**src/rtl/mem_arbiter.sv**
```systemverilog
// Single-port RAM arbiter between instruction fetch and data requesters; optional round-robin via MEM_ARB_RR_EN.
// Latency: grant one cycle after request in IDLE, completion in the grant cycle RAM reports ACCESS, then one IDLE cycle.
// Backpressure: grant is held while RAM is FREE/BUSY; requester sees wait=1 until the single completion cycle.
module mem_arbiter #(
    parameter int ADDR_W = 32,
    parameter int DATA_W = 32
) (
    input  logic              CLK,
    input  logic              nRST,
    input  logic              iREN,
    input  logic [ADDR_W-1:0] iaddr,
    output logic              iwait,
    output logic [DATA_W-1:0] iload,
    input  logic              dREN,
    input  logic              dWEN,
    input  logic [ADDR_W-1:0] daddr,
    input  logic [DATA_W-1:0] dstore,
    output logic              dwait,
    output logic [DATA_W-1:0] dload,
    output logic              ramREN,
    output logic              ramWEN,
    output logic [ADDR_W-1:0] ramaddr,
    output logic [DATA_W-1:0] ramstore,
    input  logic [DATA_W-1:0] ramload,
    input  logic [1:0]        ramstate,
    output logic              memerr
);

    localparam logic [1:0] RAM_ACCESS = 2'd2;
    localparam logic [1:0] RAM_ERROR  = 2'd3;

    typedef enum logic [1:0] {
        IDLE   = 2'd0,
        IGRANT = 2'd1,
        DGRANT = 2'd2
    } state_t;

    state_t state_q, state_d;
    logic   d_req;

    assign d_req = dREN | dWEN;

    // Read data is broadcast to both caches; each qualifies it with its own wait.
    assign iload = ramload;
    assign dload = ramload;

`ifdef MEM_ARB_RR_EN
    // Owner of the last successfully completed transaction: 0 = instruction, 1 = data.
    localparam logic OWNER_I = 1'b0;
    localparam logic OWNER_D = 1'b1;
    logic last_owner_q, last_owner_d;

    // Round-robin history register, only advanced by completions.
    always_ff @(posedge CLK or negedge nRST) begin
        if (!nRST) last_owner_q <= OWNER_I;
        else       last_owner_q <= last_owner_d;
    end
`endif

    // Grant state register; reset drops any grant immediately.
    always_ff @(posedge CLK or negedge nRST) begin
        if (!nRST) state_q <= IDLE;
        else       state_q <= state_d;
    end

    // Arbitration, RAM command steering and completion decode.
    always_comb begin
        state_d  = state_q;
        iwait    = 1'b1;
        dwait    = 1'b1;
        ramREN   = 1'b0;
        ramWEN   = 1'b0;
        ramaddr  = '0;
        ramstore = '0;
        memerr   = 1'b0;
`ifdef MEM_ARB_RR_EN
        last_owner_d = last_owner_q;
`endif
        case (state_q)
            IDLE: begin
`ifdef MEM_ARB_RR_EN
                if (d_req && iREN) state_d = (last_owner_q == OWNER_D) ? IGRANT : DGRANT;
                else if (d_req)    state_d = DGRANT;
                else if (iREN)     state_d = IGRANT;
`else
                if (d_req)         state_d = DGRANT;
                else if (iREN)     state_d = IGRANT;
`endif
            end
            IGRANT: begin
                ramREN  = iREN;
                ramaddr = iaddr;
                if (!iREN) begin
                    // Requester withdrew: release without signalling completion.
                    state_d = IDLE;
                end else if (ramstate == RAM_ACCESS) begin
                    iwait   = 1'b0;
                    state_d = IDLE;
`ifdef MEM_ARB_RR_EN
                    last_owner_d = OWNER_I;
`endif
                end else if (ramstate == RAM_ERROR) begin
                    // Wait stays high so the cache simply re-requests.
                    memerr  = 1'b1;
                    state_d = IDLE;
                end
            end
            DGRANT: begin
                // A write takes precedence when both enables are asserted.
                ramWEN   = dWEN;
                ramREN   = dREN & ~dWEN;
                ramaddr  = daddr;
                ramstore = dWEN ? dstore : '0;
                if (!d_req) begin
                    state_d = IDLE;
                end else if (ramstate == RAM_ACCESS) begin
                    dwait   = 1'b0;
                    state_d = IDLE;
`ifdef MEM_ARB_RR_EN
                    last_owner_d = OWNER_D;
`endif
                end else if (ramstate == RAM_ERROR) begin
                    memerr  = 1'b1;
                    state_d = IDLE;
                end
            end
            default: state_d = IDLE;
        endcase
    end

endmodule

```
**config.mk**
```make
export PLATFORM = sky130hd
export DESIGN_NAME = mem_arbiter
export DESIGN_NICKNAME = d
export VERILOG_FILES = /design/src/rtl/mem_arbiter.sv
export SDC_FILE = /design/constraint.sdc
export NUM_CORES = 1
export LEC_CHECK = 0
export BUFFER_PORTS_ARGS = -buffer_cell sky130_fd_sc_hd__buf_2
export CORE_AREA = 10 10 96 98
export DETAILED_ROUTE_END_ITERATION = 10
export DIE_AREA = 0 0 106 108
export GPL_TIMING_DRIVEN = 0
export SETUP_SLACK_MARGIN = 0.2
export SYNTH_ARGS = -nofsm -noshare
export SYNTH_HDL_FRONTEND = slang
export SYNTH_SLANG_ARGS = --single-unit
```
**constraint.sdc**
```tcl
create_clock -name CLK -period 4.1 [get_ports CLK]
set_clock_uncertainty 0.05 [all_clocks]
set_input_delay 0.82 -clock CLK [delete_from_list [all_inputs] [get_ports CLK]]
set_output_delay 0.82 -clock CLK [all_outputs]
set_load 0.05 [all_outputs]
```
==> results of run 1 <==
worst reg2reg max path, stage by stage (launching register included):
cell       delay (ns)
dfrtp_1          0.38
inv_1            0.08
ha_1             0.17
buf_2            0.17
nand4bb_1        0.12
o221ai_2         0.11
a32o_1           0.22
logic make-up (layout without fill, tap and decap cells):
logic type / Yosys count / in the layout / share of synthesized area [%]
adder cells (fa/ha/maj): 4 / 4 / 3.43
AO/OA/AOI/OAI: 38 / 38 / 20.1
flip-flops: 2 / 2 / 3.43
buffers and inverters: 84 / 321 / 39.5
AND/OR/NAND/NOR: 79 / 79 / 33.6
cell usage after synthesis (all sizes together):
master	count	area, um^2
a22o	1	8.76
or2	2	15.0
nand3	3	15.0
dfrtp	2	50.1
ha	4	50.1
inv	2	7.51
and3	32	200
and2	2	12.5
o21ai	2	13.8
buf	75	542
clkbuf	7	26.3
nor2	1	3.75
a22oi	32	240
nand2b	2	12.5
nor2b	34	213
a32o	1	10.0
a21oi	1	5.00
o221ai	1	15.0
nand2	2	7.51
nand4bb	1	11.3
stage by stage:
step                      cells  hold slack (ns)  util, %
after floorplan             207            0.466        -
after global placement      543            0.508     37.0
after detailed placement    543            0.507     37.0
after CTS                   546            0.335     37.6
after global routing        546            0.331     37.6
final                       546            0.340     37.6
routing by layer:
metal / vias up / track usage, %
li1: 1130 / -
met1: 1009 / 14.3
met2: 121 / 25.1
met3: 2 / 5.71
met4: 0 / 1.74
met5: - / 0
power by group through the flow:
| stage | Sequential (mW) | Combinational (mW) | Clock, mW |
|---|---|---|---|
| 6_report | 0.0334 | 1.40 | 0.0770 |
| 3_5_place_dp | 0.0333 | 1.42 | 0 |
| 5_1_grt | 0.0337 | 1.50 | 0.0839 |
| 3_3_place_gp | 0.0329 | 1.41 | 0 |
| 4_1_cts | 0.0330 | 1.42 | 0.0801 |
| 2_1_floorplan | 0.0319 | 1.08 | 0 |
layout make-up:
type / count / area, um^2 / area share [%]
timing repair buffer: 234 / 1170 / 41.8
buffer: 82 / 568 / 20.3
inverter: 2 / 7.51 / 0.268
sequential: 2 / 50.0 / 1.79
clock buffer: 3 / 41.3 / 1.48
tap: 102 / 128 / 4.56
multi-input combinational: 121 / 833 / 29.8
worst paths after layout:
path	end	slack, ns	cells past startpoint
min in group CLK	state_q[0]	0.52	1
max in group asynchronous	state_q[1]	3.56	1
worst max register to register	state_q[0]	2.69	6
worst min register to register	state_q[0]	0.52	1
worst min-delay path	state_q[0]	0.34	1
worst max-delay path	memerr	1.28	6
==> impl_metrics.json, run 1 <==
{
  "hold_class": "input pin to async pin",
  "power_leakage_nw": 1.78,
  "area_delta_synth_final_pct": 91.9,
  "status": "completed",
  "syn_area_um2": 1460,
  "synth_cells": 207,
  "syn_nets": 346,
  "die_h_um": 108,
  "drc": 0,
  "pwr-share-seq_pct": 2.2,
  "wl_met3_um": 911,
  "clock_tree.root_cell": "clkbuf_8",
  "placedInstanceArea_um2": 2760,
  "fin_area_um2": 2800,
  "cp_num_buf_inv": 3,
  "cp_slowest_cell": "ha_1",
  "yosys_register_bits": 2,
  "syn_avg_cell_area_um2": 7.05,
  "die_w_um": 106,
  "filler_cell_count": 819,
  "place.gp.congestion": 0.800,
  "htree_levels": 1,
  "internal_power_mw": 0.493,
  "layout_common_cells": "buf_2, buf_4, nor2b_1",
  "met1Wirelength_um": 3100,
  "insertion_delay_ns": 0.21,
  "startpoint_type": "flop",
  "first_pass_iters": 4,
  "p_sw_mw": 1.02,
  "core_um2": 7450,
  "drive_above_1_share_pct": 71.2,
  "clockBufferDepth": 2,
  "critical_path.top_delay_family": "buffers and inverters",
  "viasPerCell": 4.14,
  "final_common_cell": "buf_2",
  "grt_max_degree": 11,
  "grt_pass1_wl_um": 12800,
  "ys_seq_area_share_pct": 3.43,
  "fin_crit_ns": 2.82,
  "combPwrFrac_pct": 92.7,
  "hpwl_um": 7770,
  "tightest_slew_ns": 0.382,
  "yosysWarnings": 0,
  "cts_setup_buffers": 0,
  "end_kind": "output pin",
  "cts_hold_buf": 0,
  "dp_worst_setup_slack_ns": 1.39,
  "initialDrtViolationCount": 50,
  "pwr-share-clk_pct": 5.1,
  "slew_headroom_pct": 74.5,
  "cp.arrival_ns": 1.95,
  "worst_slack_ns": 1.28,
  "ir_worst_vdd_v": 0.000196,
  "fin_nets": 585,
  "setup_viol": 0,
  "p_sw_share_pct": 67.4,
  "wl_per_cell_um": 15.8,
  "reg2reg_from": "state_q[1]",
  "hold_viol": 0,
  "vias": 2262,
  "power.total_mw": 1.51,
  "slowest_delay_ns": 0.39,
  "row_count": 32,
  "routed-wl-met2_um": 4580,
  "drv_slew": 0,
  "setup_tns_ns": 0,
  "p_per_area_nw_per_um2": 539,
  "gr-total-overflow": 0,
  "required_ns": 3.23,
  "ant_nets": 0,
  "cap_violations": 0,
  "crit_path_max_fanout": 10,
  "die-area_um2": 11400,
  "crit_start": "state_q[0]",
  "clkSinkCount": 2,
  "numCtsBuffers": 3,
  "reg_top3": "state_q: 2 flops",
  "finalCritPeriodShare_pct": 68.8,
  "drt_wl_total_um": 8600,
  "synth_cell_type_count": 24,
  "antenna_found_initial": 0,
  "fmax_ghz": 0.355,
  "regMostFlops": "state_q",
  "largest_reg_flops": 2,
  "cts_tree": "done",
  "grt_pass1_vias": 2402,
  "rsz0062_at_grt": "false",
  "port_buffers": 234,
  "start_util_pct": 19.6,
  "cts-resized-gates": 0,
  "worstPathCellList": "inv_1, ha_1, clkbuf_1, nand3_1, a21oi_1, buf_2",
  "ios": 268,
  "diodes": 0,
  "clkTransAtPathRegs_ns": 0.03,
  "maxUsedRoutingLayer": "met4",
  "crit_type": "flop to output pin",
  "grt_usage_pct": 13.5
}
Power figures use the tool's default switching activity.
==> run 2, diff against run 1 <==
--- a/config.mk
+++ b/config.mk
@@ -6,9 +6,9 @@
 export NUM_CORES = 1
 export LEC_CHECK = 0
 export BUFFER_PORTS_ARGS = -buffer_cell sky130_fd_sc_hd__buf_2
-export CORE_AREA = 10 10 96 98
+export CORE_AREA = 10 10 97 99
 export DETAILED_ROUTE_END_ITERATION = 10
-export DIE_AREA = 0 0 106 108
+export DIE_AREA = 0 0 107 109
 export GPL_TIMING_DRIVEN = 0
 export SETUP_SLACK_MARGIN = 0.2
 export SYNTH_ARGS = -nofsm -noshare
==> constraint.sdc (replaced) <==
create_clock -name CLK -period 2.6 [get_ports CLK]
set_clock_uncertainty 0.05 [all_clocks]
set_input_delay 0.52 -clock CLK [delete_from_list [all_inputs] [get_ports CLK]]
set_output_delay 0.52 -clock CLK [all_outputs]
set_load 0.05 [all_outputs]
==> impl_metrics.json, run 2 (same netlist as run 1, synthesis figures left out) <==
{
  "regMostFlops": "state_q",
  "die_w_um": 107,
  "hold_class": "input pin to async pin",
  "insertion_delay_ns": 0.21,
  "cts_tree": "done",
  "slowest_delay_ns": 0.40,
  "clkSinkCount": 2,
  "initialDrtViolationCount": 43,
  "startpoint_type": "flop",
  "layout_common_cells": "buf_2, buf_4, nor2b_1",
  "largest_reg_flops": 2,
  "reg_top3": "state_q: 2 flops",
  "power_leakage_nw": 1.79,
  "antenna_found_initial": 0,
  "core_um2": 7530,
  "grt_max_degree": 11,
  "final_common_cell": "buf_2",
  "vias": 2298,
  "setup_tns_ns": 0,
  "cts_setup_buffers": 0,
  "cp_slowest_cell": "ha_2",
  "drive_above_1_share_pct": 72.7,
  "drt_wl_total_um": 9290,
  "required_ns": 2.03,
  "crit_path_frequent_cell": "clkbuf_4",
  "cap_violations": 0,
  "status": "completed",
  "ir_worst_vdd_v": 0.000365,
  "cts_hold_buf": 0,
  "tightest_slew_ns": 0.337,
  "end_kind": "output pin",
  "ios": 268,
  "grt_pass1_wl_um": 13500,
  "crit_path_max_fanout": 10,
  "ant_nets": 0,
  "wl_per_cell_um": 17.0,
  "internal_power_mw": 0.897,
  "gr-total-overflow": 0,
  "die-area_um2": 11700,
  "combPwrFrac_pct": 93.1,
  "p_per_area_nw_per_um2": 852,
  "clkTransAtPathRegs_ns": 0.03,
  "start_util_pct": 19.4,
  "drv_slew": 0,
  "die_h_um": 109,
  "grt_usage_pct": 14.1,
  "pwr-share-seq_pct": 2.1,
  "pwr-share-clk_pct": 4.8,
  "cp.arrival_ns": 1.75,
  "p_sw_share_pct": 64.3,
  "final_util_pct": 39.2,
  "place.gp.congestion": 0.831,
  "crit_type": "flop to output pin",
  "area_delta_synth_final_pct": 102,
  "finalCritPeriodShare_pct": 89.2,
  "htree_levels": 1,
  "port_buffers": 234,
  "first_pass_iters": 5,
  "grt_pass1_vias": 2412,
  "diodes": 0,
  "hold_viol": 0,
  "setup_viol": 0,
  "p_sw_mw": 1.62,
  "fin_nets": 585,
  "row_count": 32,
  "fmax_ghz": 0.431,
  "hpwl_um": 8360,
  "worstPathCellList": "inv_1, ha_2, clkbuf_4, nand3_1, a21oi_2, clkbuf_4",
  "drc": 0,
  "fin_crit_ns": 2.32,
  "viasPerCell": 4.21,
  "slew_headroom_pct": 77.5,
  "clockBufferDepth": 2,
  "rsz0062_at_grt": "true",
  "clock_tree.root_cell": "clkbuf_8",
  "numCtsBuffers": 3,
  "holdWs_ns": 0.0403
}
[run 2: final cells by class]
cell class,instances,area [um^2]
Timing Repair Buffer,234,1290
Inverter,2,7.51
Clock buffer,3,41.3
Fill cell,809,4580
Buffer,82,594
Tap cell,102,128
Sequential cell,2,50.0
Multi-Input combinational cell,121,842
[run 2: metrics by stage]
| stage | cells | worst slack (ns) | area, um^2 | power, mW |
|---|---|---|---|---|
| 2_1_floorplan | 207 | 0.307 | 1460 | 1.76 |
| 3_5_place_dp | 543 | 0.187 | 2760 | 2.30 |
| 4_1_cts | 546 | 0.147 | 2870 | 2.48 |
| 5_1_grt | 546 | 0.133 | 2950 | 2.69 |
| 6_report | 546 | 0.282 | 2950 | 2.52 |
| 3_3_place_gp | 543 | 0.208 | 2760 | 2.28 |
[run 2: path summary, 6_finish.rpt]
check / startpoint / to / slack (ns) / cells after the start
max reg2reg: state_q[1] / state_q[0] / 1.13 / 6
max: state_q[1] / memerr / 0.28 / 6
min in group CLK: state_q[0] / state_q[0] / 0.52 / 1
max in group asynchronous: nRST / state_q[0] / 2.36 / 1
min: nRST / state_q[1] / 0.04 / 1
min reg2reg: state_q[0] / state_q[0] / 0.52 / 1
[run 2: what timing repair did]
| item | in CTS | in global routing |
|---|---|---|
| gates resized for setup | 28 | 42 |
| pin swaps | 0 | 0 |
| endpoints found under the setup margin | 59 | 62 |
[run 2: worst max-delay path: cells and delay by family (launching register included)]
family                     cells  cell delay (ns)
buffers and inverters          3             0.53
adders and majority gates      1             0.40
DFF                            1             0.39
AOI/OAI and AO/OA              1             0.12
and+or+nand+nor                1             0.09
[run 2: power groups by stage]
stage | registers [mW] | clock network, mW | logic [mW]
finish | 0.0537 | 0.120 | 2.34
global route | 0.0559 | 0.132 | 2.50
CTS | 0.0543 | 0.125 | 2.30
detailed placement | 0.0544 | 0 | 2.24
global placement | 0.0529 | 0 | 2.23
floorplan | 0.0503 | 0 | 1.71
[run 2: routing by layer]
layer  GRT usage, %  wire (um)
met1           12.7       3020
met2           26.4       4690
met5              0          0
met3           9.97       1560
met4           1.45         14
